## config.mk

```make
export PLATFORM = sky130hd
export DESIGN_NAME = pool2d_stream
export DESIGN_NICKNAME = d
export VERILOG_FILES = /design/src/rtl/pool2d_stream.sv
export SDC_FILE = /design/constraint.sdc
export NUM_CORES = 1
export LEC_CHECK = 0
export CORE_ASPECT_RATIO = 0.75
export CORE_MARGIN = 4
export CORE_UTILIZATION = 55
export CTS_CLUSTER_DIAMETER = 80
export DETAILED_ROUTE_END_ITERATION = 8
export HOLD_SLACK_MARGIN = 0.15
export PLACE_DENSITY = 0.76
export SLEW_MARGIN = 10
export SYNTH_ARGS = -nofsm -noshare
export SYNTH_HDL_FRONTEND = slang
export SYNTH_SLANG_ARGS = --single-unit
```

## constraint.sdc

```tcl
create_clock -name clk -period 4.1 [get_ports clk]
set_clock_uncertainty 0.15 [all_clocks]
set_input_delay 0.82 -clock clk [delete_from_list [all_inputs] [get_ports clk]]
set_output_delay 0.82 -clock clk [all_outputs]
set_load 0.01 [all_outputs]
```

## src/rtl/pool2d_stream.sv

```systemverilog
// pool2d_stream: streaming KERNEL x KERNEL pooling engine (MAX or AVERAGE).
// Pixels arrive one per beat, all channels packed, in raster order. Each
// window is folded into a per-output-column accumulator as its beats go by.
// The pooled pixel is registered on the edge that accepts the beat that
// completes the window.
//
// Ports:
//   clk, rst_n        clock, asynchronous active-low reset
//   mode              0 = MAX, 1 = AVG; captured on the first beat of a frame
//   s_valid/s_ready   input stream handshake
//   s_data            CH signed Q(INT_W.FRAC_W) samples, ch at [ch*DW +: DW]
//   m_valid/m_ready   output stream handshake
//   m_data            pooled pixel, same packing as s_data
//   m_last            marks the final pooled pixel of a frame
module pool2d_stream #(
    parameter int CH     = 2,
    parameter int IN_H   = 8,
    parameter int IN_W   = 8,
    parameter int KERNEL = 2,
    parameter int STRIDE = 2,
    parameter int INT_W  = 8,
    parameter int FRAC_W = 8
) (
    input  logic                            clk,
    input  logic                            rst_n,
    input  logic                            mode,
    input  logic                            s_valid,
    output logic                            s_ready,
    input  logic [CH*(INT_W+FRAC_W)-1:0]    s_data,
    output logic                            m_valid,
    input  logic                            m_ready,
    output logic [CH*(INT_W+FRAC_W)-1:0]    m_data,
    output logic                            m_last
);
    localparam int DW    = INT_W + FRAC_W;
    localparam int KL    = $clog2(KERNEL);
    localparam int AW    = DW + 2*KL;
    localparam int OUT_H = (IN_H - KERNEL) / STRIDE + 1;
    localparam int OUT_W = (IN_W - KERNEL) / STRIDE + 1;
    localparam int RW    = $clog2(IN_H + 1);
    localparam int CW    = $clog2(IN_W + 1);
    localparam int PW    = $clog2(STRIDE + 1);

    // Overlapping windows would need more than one accumulator per column.
    if (STRIDE < KERNEL) begin : g_stride_chk
        $error("pool2d_stream: STRIDE must be >= KERNEL");
    end
    // The average is a pure shift, so the window area must be a power of two.
    if (KERNEL < 2 || (KERNEL & (KERNEL - 1)) != 0) begin : g_kernel_chk
        $error("pool2d_stream: KERNEL must be a power of two >= 2");
    end

    typedef enum logic {IDLE, RUN} state_t;

    state_t             state_q, state_d;
    logic               mode_q, mode_d;
    logic               rdy_en_q;
    logic [RW-1:0]      r_q, r_d, oh_q, oh_d;
    logic [CW-1:0]      c_q, c_d, ow_q, ow_d;
    logic [PW-1:0]      rp_q, rp_d, cp_q, cp_d;
    logic               m_valid_q, m_valid_d;
    logic [CH*DW-1:0]   m_data_q, m_data_d;
    logic               m_last_q, m_last_d;

    logic signed [AW-1:0] acc_q   [OUT_W][CH];
    logic signed [AW-1:0] acc_cur [CH];
    logic signed [AW-1:0] acc_d   [CH];
    logic signed [AW-1:0] sx      [CH];
    logic [CH*DW-1:0]     win_data;

    logic accept, out_fire, mode_eff, member, first, complete, acc_we;
    logic c_last, r_last;

    assign s_ready = rdy_en_q && (!m_valid_q || m_ready);
    assign m_valid = m_valid_q;
    assign m_data  = m_data_q;
    assign m_last  = m_last_q;

    assign accept   = s_valid && s_ready;
    assign out_fire = m_valid_q && m_ready;
    // The first beat of a frame already uses the mode being latched.
    assign mode_eff = (state_q == IDLE) ? mode : mode_q;
    assign member   = (rp_q < PW'(KERNEL)) && (cp_q < PW'(KERNEL)) &&
                      (oh_q < RW'(OUT_H)) && (ow_q < CW'(OUT_W));
    assign first    = (rp_q == '0) && (cp_q == '0);
    assign complete = member && (rp_q == PW'(KERNEL-1)) && (cp_q == PW'(KERNEL-1));
    assign acc_we   = accept && member;
    assign c_last   = (c_q == CW'(IN_W-1));
    assign r_last   = (r_q == RW'(IN_H-1));

    // Datapath: fold the incoming sample into the current column's accumulator.
    always_comb begin
        win_data = '0;
        for (int ch = 0; ch < CH; ch++) begin
            acc_cur[ch] = '0;
            for (int i = 0; i < OUT_W; i++) begin
                if (ow_q == CW'(i)) begin
                    acc_cur[ch] = acc_q[i][ch];
                end
            end
            sx[ch] = {{(2*KL){s_data[ch*DW+DW-1]}}, s_data[ch*DW +: DW]};
            if (first) begin
                acc_d[ch] = sx[ch];
            end else if (mode_eff) begin
                acc_d[ch] = acc_cur[ch] + sx[ch];
            end else begin
                acc_d[ch] = (sx[ch] > acc_cur[ch]) ? sx[ch] : acc_cur[ch];
            end
            // acc >>> 2*KL truncated to DW is exactly the bit slice above 2*KL.
            win_data[ch*DW +: DW] = mode_eff ? acc_d[ch][2*KL +: DW] : acc_d[ch][DW-1:0];
        end
    end

    // Control: frame FSM, position counters and the output register.
    always_comb begin
        state_d   = state_q;
        mode_d    = mode_q;
        r_d       = r_q;
        c_d       = c_q;
        rp_d      = rp_q;
        cp_d      = cp_q;
        oh_d      = oh_q;
        ow_d      = ow_q;
        m_valid_d = m_valid_q;
        m_data_d  = m_data_q;
        m_last_d  = m_last_q;

        if (out_fire) begin
            m_valid_d = 1'b0;
            m_last_d  = 1'b0;
        end

        if (accept) begin
            if (state_q == IDLE) begin
                mode_d  = mode;
                state_d = RUN;
            end
            // A completing beat overrides a drain on the same edge: no bubble.
            if (complete) begin
                m_valid_d = 1'b1;
                m_data_d  = win_data;
                m_last_d  = (oh_q == RW'(OUT_H-1)) && (ow_q == CW'(OUT_W-1));
            end
            if (c_last) begin
                c_d  = '0;
                cp_d = '0;
                ow_d = '0;
                if (r_last) begin
                    state_d = IDLE;
                    r_d     = '0;
                    rp_d    = '0;
                    oh_d    = '0;
                end else begin
                    r_d = r_q + 1'b1;
                    if (rp_q == PW'(STRIDE-1)) begin
                        rp_d = '0;
                        oh_d = oh_q + 1'b1;
                    end else begin
                        rp_d = rp_q + 1'b1;
                    end
                end
            end else begin
                c_d = c_q + 1'b1;
                if (cp_q == PW'(STRIDE-1)) begin
                    cp_d = '0;
                    ow_d = ow_q + 1'b1;
                end else begin
                    cp_d = cp_q + 1'b1;
                end
            end
        end
    end

    always_ff @(posedge clk or negedge rst_n) begin
        if (!rst_n) begin
            state_q   <= IDLE;
            mode_q    <= 1'b0;
            rdy_en_q  <= 1'b0;
            r_q       <= '0;
            c_q       <= '0;
            rp_q      <= '0;
            cp_q      <= '0;
            oh_q      <= '0;
            ow_q      <= '0;
            m_valid_q <= 1'b0;
            m_data_q  <= '0;
            m_last_q  <= 1'b0;
        end else begin
            state_q   <= state_d;
            mode_q    <= mode_d;
            rdy_en_q  <= 1'b1;
            r_q       <= r_d;
            c_q       <= c_d;
            rp_q      <= rp_d;
            cp_q      <= cp_d;
            oh_q      <= oh_d;
            ow_q      <= ow_d;
            m_valid_q <= m_valid_d;
            m_data_q  <= m_data_d;
            m_last_q  <= m_last_d;
        end
    end

    // Accumulators are always seeded by a window's first beat, so no reset.
    always_ff @(posedge clk) begin
        for (int i = 0; i < OUT_W; i++) begin
            if (acc_we && ow_q == CW'(i)) begin
                for (int ch = 0; ch < CH; ch++) begin
                    acc_q[i][ch] <= acc_d[ch];
                end
            end
        end
    end
endmodule

```

==> flow_summary.yaml, run 1 <==
outcome:
  status: "finished, violations left"
  failed_checks: "negative setup slack"
floorplanning:
  pin_count: 72
  rows: 45
  die_x_um: 177
  initial_core_util: 0.568
  coreArea_mm2: 0.0206
  fp.dieArea_mm2: 0.0237
  die_h_um: 134
timing:
  setup_viol_count_final: 176
  whs_ns: 0.175
  hold_viol_final: 0
  tightest_slew_ns: 0.742
  finalCritPeriodShare: 1.09
  fmax_mhz: 225
  maxSlewViolCount: 0
  min_period_ns: 4.45
  fin_ws_ns: -0.352
  rsz0062_at_grt: "yes"
  slew_headroom: 0.492
global_route:
  grt_use_total: 0.340
  overflow: 0
  grt_antenna_before_repair: 0
  grt_pass1_wl_um: 63100
  grt_max_degree: 37
  grt_pass1_vias: 11441
routing:
  dr.pass1.iters: 6
  ant_nets: 0
  wirelength_um: 44700
  drt_iter0_markers: 1710
  vias: 11722
  wl_per_cell_um: 25.3
  vias_per_cell: 6.65
  drc: 0
place:
  gp_congestion: 0.965
  place_hpwl_um: 26400
  portBuffers: 71
  place_worst_setup_slack_ns: -0.447
  dp_cells: 1666
synthesis:
  yosysUniqueCellTypes: 79
  synth_seq_cells: 201
  synth_cells: 1130
  yosysWarnings: 0
  yosys-top-cells-area: "edfxtp_1 37%, dfrtp_1 12%, ha_1 8.9%, nand2_1 3.5%, o21ai_0 3.2%"
  synthArstFlopShare: 0.284
  yosys.area.top_type_share: 0.369
  synth-seq-area-share: 0.491
  synth_edf_count: 144
  ys.flop_type: "edfxtp_1"
  synth_top_area_cell: "edfxtp_1"
  synth.avg_cell_area_um2: 10.4
  syn_nets: 1252
  synth_area_mm2: 0.0117
clock_tree:
  path_clk_slew_ns: 0.07
  root_buffer: "clkbuf_16"
  clk_path_buf_depth: 3
  cts_tree: "yes"
  cts_buffers: 20
  cts_num_sinks: 201
  htree_num_levels: 1
  clock_latency_ns: 0.51
worst_setup_path:
  slowest_stage: "dfrtp_1"
  ff2ff_path_depth: 23
  cp-end-kind: "register"
  critical_path_class: "register to register"
  crit_chain: "inv_2 -> ha_4 -> nor4b_4 -> buf_12 -> buf_8 -> buf_6 -> a221o_1 -> o21ai_2 -> o21ai_2 -> buf_6 -> inv_4 -> ha_4 -> nor2b_4 -> o21bai_1 -> a21oi_1 -> o21ai_1 -> nand4_1 -> a31oi_2 -> buf_4 -> buf_6 -> o22ai_2 -> a21oi_1 -> buf_4"
  crit_fanout: 6
  cp-start-kind: "register"
  crit_arrival_ns: 4.66
  path_common_cell: "buf_6"
  r2r-start: "ow_q[0]$_DFFE_PN0P_"
  r2r-end: "acc_q[0][34]$_DFFE_PP_"
  cpPeakStageDelay_ns: 0.43
  crit_required_ns: 4.31
  r2r_slack_ns: -0.35
min_path:
  hp-class: "input port to asynchronous set/reset pin"
job:
  drv_cap: 0
final_layout:
  finalNonFillerCells: 1764
  layout-drive-gt1-share: 0.364
  diodes: 0
  nets: 1590
  area_growth_syn_to_layout_pct: 45.8
per-layer routing:
layer	share of wire	global-route usage
met5	0	0
met4	0.054	0.141
met3	0.11	0.0527
met2	0.47	0.564
met1	0.37	0.450
stage by stage:
step	TNS, ns	util	area [um2]
finish	-38.87	0.829	17100
global route	-59.38	0.829	17100
CTS	-3.43	0.800	16500
detailed placement	-37.16	0.706	14500
global placement	-15.54	0.706	14500
floorplan	0	-	11800
sequential cells by signal, summed over array words and instances, names as in the netlist:
signal and flops:
m_data 32, mode_q 1, rdy_en_q 1, r_q 4, c_q 4, acc_q 144, oh_q 4, rp_q 2
m_last 1, m_valid 1, cp_q 2, ow_q 4, state_q 1
cell families (layout without fill, tap and decap cells):
group	count (synthesis)	in the layout	share of synthesized area
other	1	1	0.000320
buffers and inverters	113	463	0.0395
adders and majority gates	85	85	0.0921
and+or+nand+nor	329	330	0.135
AOI/OAI and AO/OA	354	355	0.204
xor gates and xnor gates	28	28	0.0209
muxes	19	19	0.0172
DFF	201	201	0.491
worst max-delay path by stage:
stage                             start                     end  slack, ns  cells after the start
floorplan           ow_q[1]$_DFFE_PN0P_  acc_q[0][35]$_DFFE_PP_    0.00008                     14
global placement    ow_q[0]$_DFFE_PN0P_  acc_q[1][19]$_DFFE_PP_      -0.28                     17
CTS                 ow_q[1]$_DFFE_PN0P_  acc_q[2][33]$_DFFE_PP_      -0.12                     17
global route        ow_q[0]$_DFFE_PN0P_  acc_q[3][34]$_DFFE_PP_      -0.45                     23
detailed placement  ow_q[0]$_DFFE_PN0P_   m_data[7]$_DFFE_PN0P_      -0.45                     19
finish              ow_q[0]$_DFFE_PN0P_  acc_q[0][34]$_DFFE_PP_      -0.35                     23
what timing repair did:
item,4_1_cts,5_1_grt
resized for setup,188,91
pin swaps,72,41
cloned,6,1
hold buffers,0,0
setup endpoints to repair,173,176
endpoints found under the hold margin,0,0
setup buffers,43,17
synth_stat cells, types with 10 or more instances:
cell type / count
a211oi_1: 11
a21o_1: 11
a21oi_1: 71
a221o_1: 22
a221oi_1: 25
a31oi_1: 17
and2_1: 12
clkbuf_1: 42
dfrtp_1: 57
edfxtp_1: 144
ha_1: 83
inv_1: 57
mux2i_1: 10
nand2_1: 108
nand3_1: 14
nor2_1: 97
nor2b_1: 12
nor3_1: 22
o211ai_1: 14
o21ai_0: 75
o21ai_1: 21
o22ai_1: 15
o31ai_1: 14
or3_1: 11
xnor2_1: 19
cell type report:
cell class	count	area, um2
inverter	58	220
fill	1033	3520
tap	282	353
clock inverter	7	80.1
timing repair buffer	369	3290
sequential	201	5750
multi-input combinational	818	6830
clock buffer	29	554
placed cells by master (no fill, tap or decap), types with 8 or more instances in the layout:
cell and count:
clkbuf_16 21, buf_6 23, buf_12 13, o22ai_1 8
mux2i_1 9, and2_1 8, a21o_1 11, ha_4 24
a21oi_2 18, edfxtp_1 144, a221oi_2 14, xnor2_1 17
o21ai_0 38, a21oi_1 50, a31oi_1 11, buf_4 256
dfrtp_1 56, nor2b_1 10, o211ai_1 14, o21ai_2 23
ha_1 55, nand2_1 106, a221oi_1 8, nor3_1 18
clkdlybuf4s50_1 70, inv_1 50, or3_1 9, o21ai_1 32
nand3_1 11, nor2_1 88, a221o_1 22, xor2_1 9
worst max-delay path: cells and delay by family (launching register included):
kind | cells | cell delay (ns)
and+or+nand+nor | 3 | 0.78
buffers and inverters | 9 | 1.20
DFF | 1 | 0.43
adders and majority gates | 2 | 0.29
AOI/OAI and AO/OA | 9 | 1.47
Power of run 1 is not shown: default switching activity piles up to over one toggle a cycle in this logic, so the estimate is an artifact.
==> run 2: changes to the inputs <==
--- a/config.mk
+++ b/config.mk
@@ -5,13 +5,16 @@
 export SDC_FILE = /design/constraint.sdc
 export NUM_CORES = 1
 export LEC_CHECK = 0
+export CELL_PAD_IN_SITES_DETAIL_PLACEMENT = 1
+export CELL_PAD_IN_SITES_GLOBAL_PLACEMENT = 1
 export CORE_ASPECT_RATIO = 0.75
 export CORE_MARGIN = 4
-export CORE_UTILIZATION = 55
+export CORE_UTILIZATION = 43
 export CTS_CLUSTER_DIAMETER = 80
 export DETAILED_ROUTE_END_ITERATION = 8
 export HOLD_SLACK_MARGIN = 0.15
-export PLACE_DENSITY = 0.76
+export PLACE_DENSITY = 0.74
+export REMOVE_ABC_BUFFERS = 1
 export SLEW_MARGIN = 10
 export SYNTH_ARGS = -nofsm -noshare
 export SYNTH_HDL_FRONTEND = slang
==> run 2 against run 1 <==
  * The flow still finishes with violations (negative setup slack)
  * Global-route usage is 2.3 points lower
  * Final cell count up 5.6%
  * Hold slack improved by 0.16 ns
  * Setup slack worse by 0.24 ns
  * Cell area increased by 2.1%
  * Register-to-register slack lost 0.24 ns
  * Routed wire length rose by 25%
  * First-iteration DRC count decreased by 4.9%
  * Critical path depth did not move
  * Non-clock buffer count grew 24
  * Highest routed layer unchanged
==> flow_summary.yaml, run 2 (same netlist as run 1, synthesis figures left out) <==
timing:
  whs_ns: 0.339
  slew_headroom: 0.267
  rsz0062_at_grt: "yes"
  min_period_ns: 4.69
  tightest_slew_ns: 1.10
  fin_ws_ns: -0.594
  finalCritPeriodShare: 1.14
  fmax_mhz: 213
  hold_viol_final: 0
  setup_viol_count_final: 176
  maxSlewViolCount: 0
place:
  place_hpwl_um: 32000
  gp_congestion: 0.898
  portBuffers: 71
worst_setup_path:
  crit_fanout: 8
  crit_required_ns: 4.27
  path_common_cell: "buf_4"
  critical_path_class: "register to register"
  slowest_stage: "dfrtp_1"
  crit_arrival_ns: 4.87
  cp-start-kind: "register"
  cp-end-kind: "register"
  crit_chain: "inv_2 -> ha_4 -> nor4b_4 -> buf_6 -> buf_12 -> buf_16 -> a221oi_4 -> nor3_2 -> a21oi_2 -> inv_2 -> ha_4 -> buf_6 -> nor2b_1 -> o21bai_1 -> a21oi_1 -> o21ai_2 -> nand4_1 -> a31oi_4 -> buf_4 -> buf_4 -> buf_4 -> o22ai_1 -> nor2_2"
  cpPeakStageDelay_ns: 0.41
  critPathBufInv: 9
  cp_top_family: "compound AO/OA/AOI/OAI gates"
clock_tree:
  cts_tree: "yes"
  cts_num_sinks: 201
  cts_buffers: 23
  htree_num_levels: 1
  clk_path_buf_depth: 3
  root_buffer: "clkbuf_16"
  path_clk_slew_ns: 0.07
  clock_latency_ns: 0.56
  postCtsHoldBufs: 0
floorplanning:
  fp.dieArea_mm2: 0.0300
  die_x_um: 199
  rows: 52
  pin_count: 72
  die_h_um: 151
  coreArea_mm2: 0.0269
  initial_core_util: 0.436
job:
  drv_cap: 0
routing:
  wl_per_cell_um: 30.1
  wirelength_um: 56000
  dr.pass1.iters: 5
  vias_per_cell: 6.49
  vias: 12082
  drc: 0
  ant_nets: 0
  drt_iter0_markers: 1627
final_layout:
  final_cell_mix: "283 x buf_4, 144 x edfxtp_1, 107 x nand2_1"
  layout-drive-gt1-share: 0.377
  nets: 1615
  final_util: 0.649
  largest_reg_flops: 144
  largest_register: "acc_q"
  layout_commonest_cell: "buf_4"
  area_growth_syn_to_layout_pct: 48.9
global_route:
  grt_use_total: 0.318
  grt_antenna_before_repair: 0
  grt_pass1_wl_um: 72500
  grt_pass1_vias: 11881
  grt_max_degree: 43
  overflow: 0
min_path:
  hp-class: "input port to asynchronous set/reset pin"
outcome:
  status: "finished, violations left"
  failed_checks: "negative setup slack"
[run 2: changes by cell type in the layout (fill, tap and decap cells not counted), sizes merged]
cell	before	now
buf	297	321
bufbuf	1	0
bufinv	1	2
clkbuf	30	29
clkinv	5	8
clkinvlp	0	3
diode	0	1
inv	59	60
nor3b	3	2
o21ai	98	97
[run 2: layout make-up]
type                            instances  area (um2)
Clock inverter                         15         144
Tap cell                              351         439
Inverter                               58         218
Antenna cell                            1        2.50
Multi-Input combinational cell        816        6860
Timing Repair Buffer                  393        3440
Sequential cell                       201        5750
Clock buffer                           27         591
Fill cell                            2711        9430
[run 2: path summary, 6_finish.rpt]
path	slack (ns)	depth (start not counted)	start	end
max reg2reg	-0.59	23	ow_q[0]$_DFFE_PN0P_	acc_q[3][32]$_DFFE_PP_
min in group clk	0.34	2	m_data[2]$_DFFE_PN0P_	m_data[2]$_DFFE_PN0P_
min	0.34	1	rst_n	m_data[25]$_DFFE_PN0P_
max in group asynchronous	2.57	2	rst_n	c_q[0]$_DFFE_PN0P_
max	-0.59	23	ow_q[0]$_DFFE_PN0P_	acc_q[3][32]$_DFFE_PP_
min reg2reg	0.34	2	m_data[2]$_DFFE_PN0P_	m_data[2]$_DFFE_PN0P_
[run 2: per-layer routing]
layer  vias to the layer above  GRT usage  routed length [um]
li1                       4979          -                   -
met1                      6108      0.448               22000
met2                       780      0.503               26200
met3                       215     0.0620                5350
met4                         0     0.0913                2520
met5                         -          0                   0
[run 2: what timing repair did]
item	in CTS	in global routing
endpoints found under the setup margin	176	176
resized for setup	157	130
cloned	2	2
buffers inserted	23	23
pin swaps	34	56
[run 2: through the flow]
step	std cells	worst slack, ns	TNS (ns)	cell area (um2)
after floorplan	1075	-1.97	-280.55	11500
after global placement	1770	-0.484	-49.58	14800
after detailed placement	1770	-0.724	-81.22	14800
after CTS	1837	-0.354	-30.77	16600
after global routing	1861	-0.695	-93.14	17400
final	1862	-0.594	-74.98	17400
Power of run 2 is left out for the same reason.
==> run 3: changes to the inputs <==
--- a/config.mk
+++ b/config.mk
@@ -11,6 +11,7 @@
 export CORE_MARGIN = 4
 export CORE_UTILIZATION = 43
 export CTS_CLUSTER_DIAMETER = 80
+export CTS_CLUSTER_SIZE = 16
 export DETAILED_ROUTE_END_ITERATION = 8
 export HOLD_SLACK_MARGIN = 0.15
 export PLACE_DENSITY = 0.74
==> run 3 against run 2 <==
  * The flow still finishes with violations (negative setup slack)
  * Register-to-register slack got worse by 0.12 ns
  * Sequential share of layout area decreased by 1.3 points
  * Hold slack improved by 0.0015 ns
  * Utilization increased by 2.6 points
  * Sequential cell count unchanged
  * Critical endpoint is now acc_q[1][35]$_DFFE_PP_
==> flow_summary.yaml, run 3 (same netlist as run 1, synthesis figures left out) <==
outcome:
  status: "finished, violations left"
  failed_checks: "negative setup slack"
floorplanning:
  fp.dieArea_mm2: 0.0300
  coreArea_mm2: 0.0269
  die_x_um: 199
  pin_count: 72
  initial_core_util: 0.436
  rows: 52
  die_h_um: 151
worst_setup_path:
  r2r_slack_ns: -0.72
  cp-start-kind: "register"
  slowest_stage: "a2111o_1"
  critical_path_class: "register to register"
  ff2ff_path_depth: 18
  cp-end-kind: "register"
  crit_fanout: 7
  crit_required_ns: 4.24
  r2r-start: "ow_q[0]$_DFFE_PN0P_"
  cpPeakStageDelay_ns: 0.48
  crit_arrival_ns: 4.96
  crit_chain: "buf_6 -> ha_4 -> nor4b_4 -> buf_6 -> buf_12 -> a221o_1 -> o21ai_0 -> o21ai_1 -> buf_4 -> ha_4 -> buf_4 -> o21ai_1 -> nand2b_1 -> a311o_1 -> a2111o_1 -> a41oi_2 -> xnor2_2 -> o221ai_2"
  r2r-end: "acc_q[1][35]$_DFFE_PP_"
final_layout:
  multi_input_area_mm2: 0.00743
  diodes: 0
  area_growth_syn_to_layout_pct: 54.9
  largest_reg_flops: 144
  nets: 1632
  largest_register: "acc_q"
  final_cell_mix: "268 x buf_4, 144 x edfxtp_1, 102 x nand2_1"
  layout_commonest_cell: "buf_4"
  final_area_mm2: 0.0181
  layout-drive-gt1-share: 0.426
  seqCellArea_mm2: 0.00575
  fill_cells: 2672
routing:
  drt_iter0_markers: 1423
  ant_nets: 0
  dr.pass1.iters: 5
  vias: 12552
  vias_per_cell: 6.71
  wirelength_um: 61600
  drc: 0
  wl_per_cell_um: 32.9
timing:
  finalCritPeriodShare: 1.17
  min_period_ns: 4.82
  setup_viol_count_final: 176
  rsz0062_at_grt: "yes"
  fmax_mhz: 208
  hold_viol_final: 0
  fin_ws_ns: -0.717
  maxSlewViolCount: 0
  slew_headroom: 0.272
  tightest_slew_ns: 1.09
clock_tree:
  cts_num_sinks: 201
  htree_num_levels: 1
  cts_buffers: 17
  path_clk_slew_ns: 0.09
  postCtsHoldBufs: 0
  clk_path_buf_depth: 3
  root_buffer: "clkbuf_16"
  cts_tree: "yes"
  clock_latency_ns: 0.52
place:
  gp_congestion: 0.898
  placed_area_mm2: 0.0148
  place_hpwl_um: 32000
  portBuffers: 71
min_path:
  hp-class: "input port to asynchronous set/reset pin"
global_route:
  grt_antenna_before_repair: 0
  overflow: 0
  grt_use_total: 0.302
  grt_max_degree: 43
  grt_pass1_wl_um: 69200
  grt_pass1_vias: 11471
job:
  drv_cap: 0
-- run 3: changes by cell type in the layout (fill, tap and decap cells not counted), sizes merged --
cell      before  now
buf          321  342
clkinv         8    0
clkinvlp       3    0
bufinv         2    1
diode          1    0
inv           60   61
-- run 3: what timing repair did --
action / 4_1_cts / 5_1_grt
endpoints found under the setup margin: 176 / 176
gates cloned: 1 / 4
pin swaps: 24 / 85
gates resized for setup: 120 / 323
setup buffers: 16 / 61
-- run 3: worst max path at each step --
stage,slack [ns],end,startpoint
after floorplan,-1.97,m_data[22]$_DFFE_PN0P_,ow_q[1]$_DFFE_PN0P_
after global placement,-0.48,acc_q[0][35]$_DFFE_PP_,ow_q[0]$_DFFE_PN0P_
after detailed placement,-0.72,acc_q[2][17]$_DFFE_PP_,ow_q[1]$_DFFE_PN0P_
after CTS,-0.41,acc_q[1][35]$_DFFE_PP_,ow_q[0]$_DFFE_PN0P_
after global routing,-0.72,m_data[14]$_DFFE_PN0P_,ow_q[0]$_DFFE_PN0P_
final,-0.72,acc_q[1][35]$_DFFE_PP_,ow_q[0]$_DFFE_PN0P_
-- run 3: routing by layer --
metal	wire, um	GRT usage
met1	23400	0.442
met2	28100	0.474
met3	6700	0.0485
met4	3380	0.0718
met5	0	0
-- run 3: final cells by class --
type | instances | share of cell area
clock buffers | 25 | 0.0251
repair buffers | 416 | 0.209
clock inverters | 4 | 0.00324
multi-input cells | 816 | 0.410
inverters | 58 | 0.0120
well taps | 351 | 0.0242
flip-flops and latches | 201 | 0.317
-- run 3: critical path: cells and delay by family (launching register included) --
family	cells	cell delay (ns)
adder cells (fa/ha/maj)	2	0.39
XOR/XNOR	1	0.14
AND/OR/NAND/NOR	2	0.42
AO/OA/AOI/OAI	8	2.16
flip-flops	1	0.45
buffers and inverters	5	0.87
-- run 3: through the flow --
step	instances	util	setup WS [ns]	TNS (ns)	hold slack, ns
global placement	1770	0.552	-0.484	-49.58	0.313
floorplan	1075	-	-1.97	-280.55	0.296
CTS	1816	0.596	-0.406	-38.47	0.336
finish	1871	0.675	-0.717	-84.73	0.341
detailed placement	1770	0.552	-0.724	-81.22	0.316
global route	1871	0.675	-0.716	-99.13	0.383
Power of run 3 is left out for the same reason.
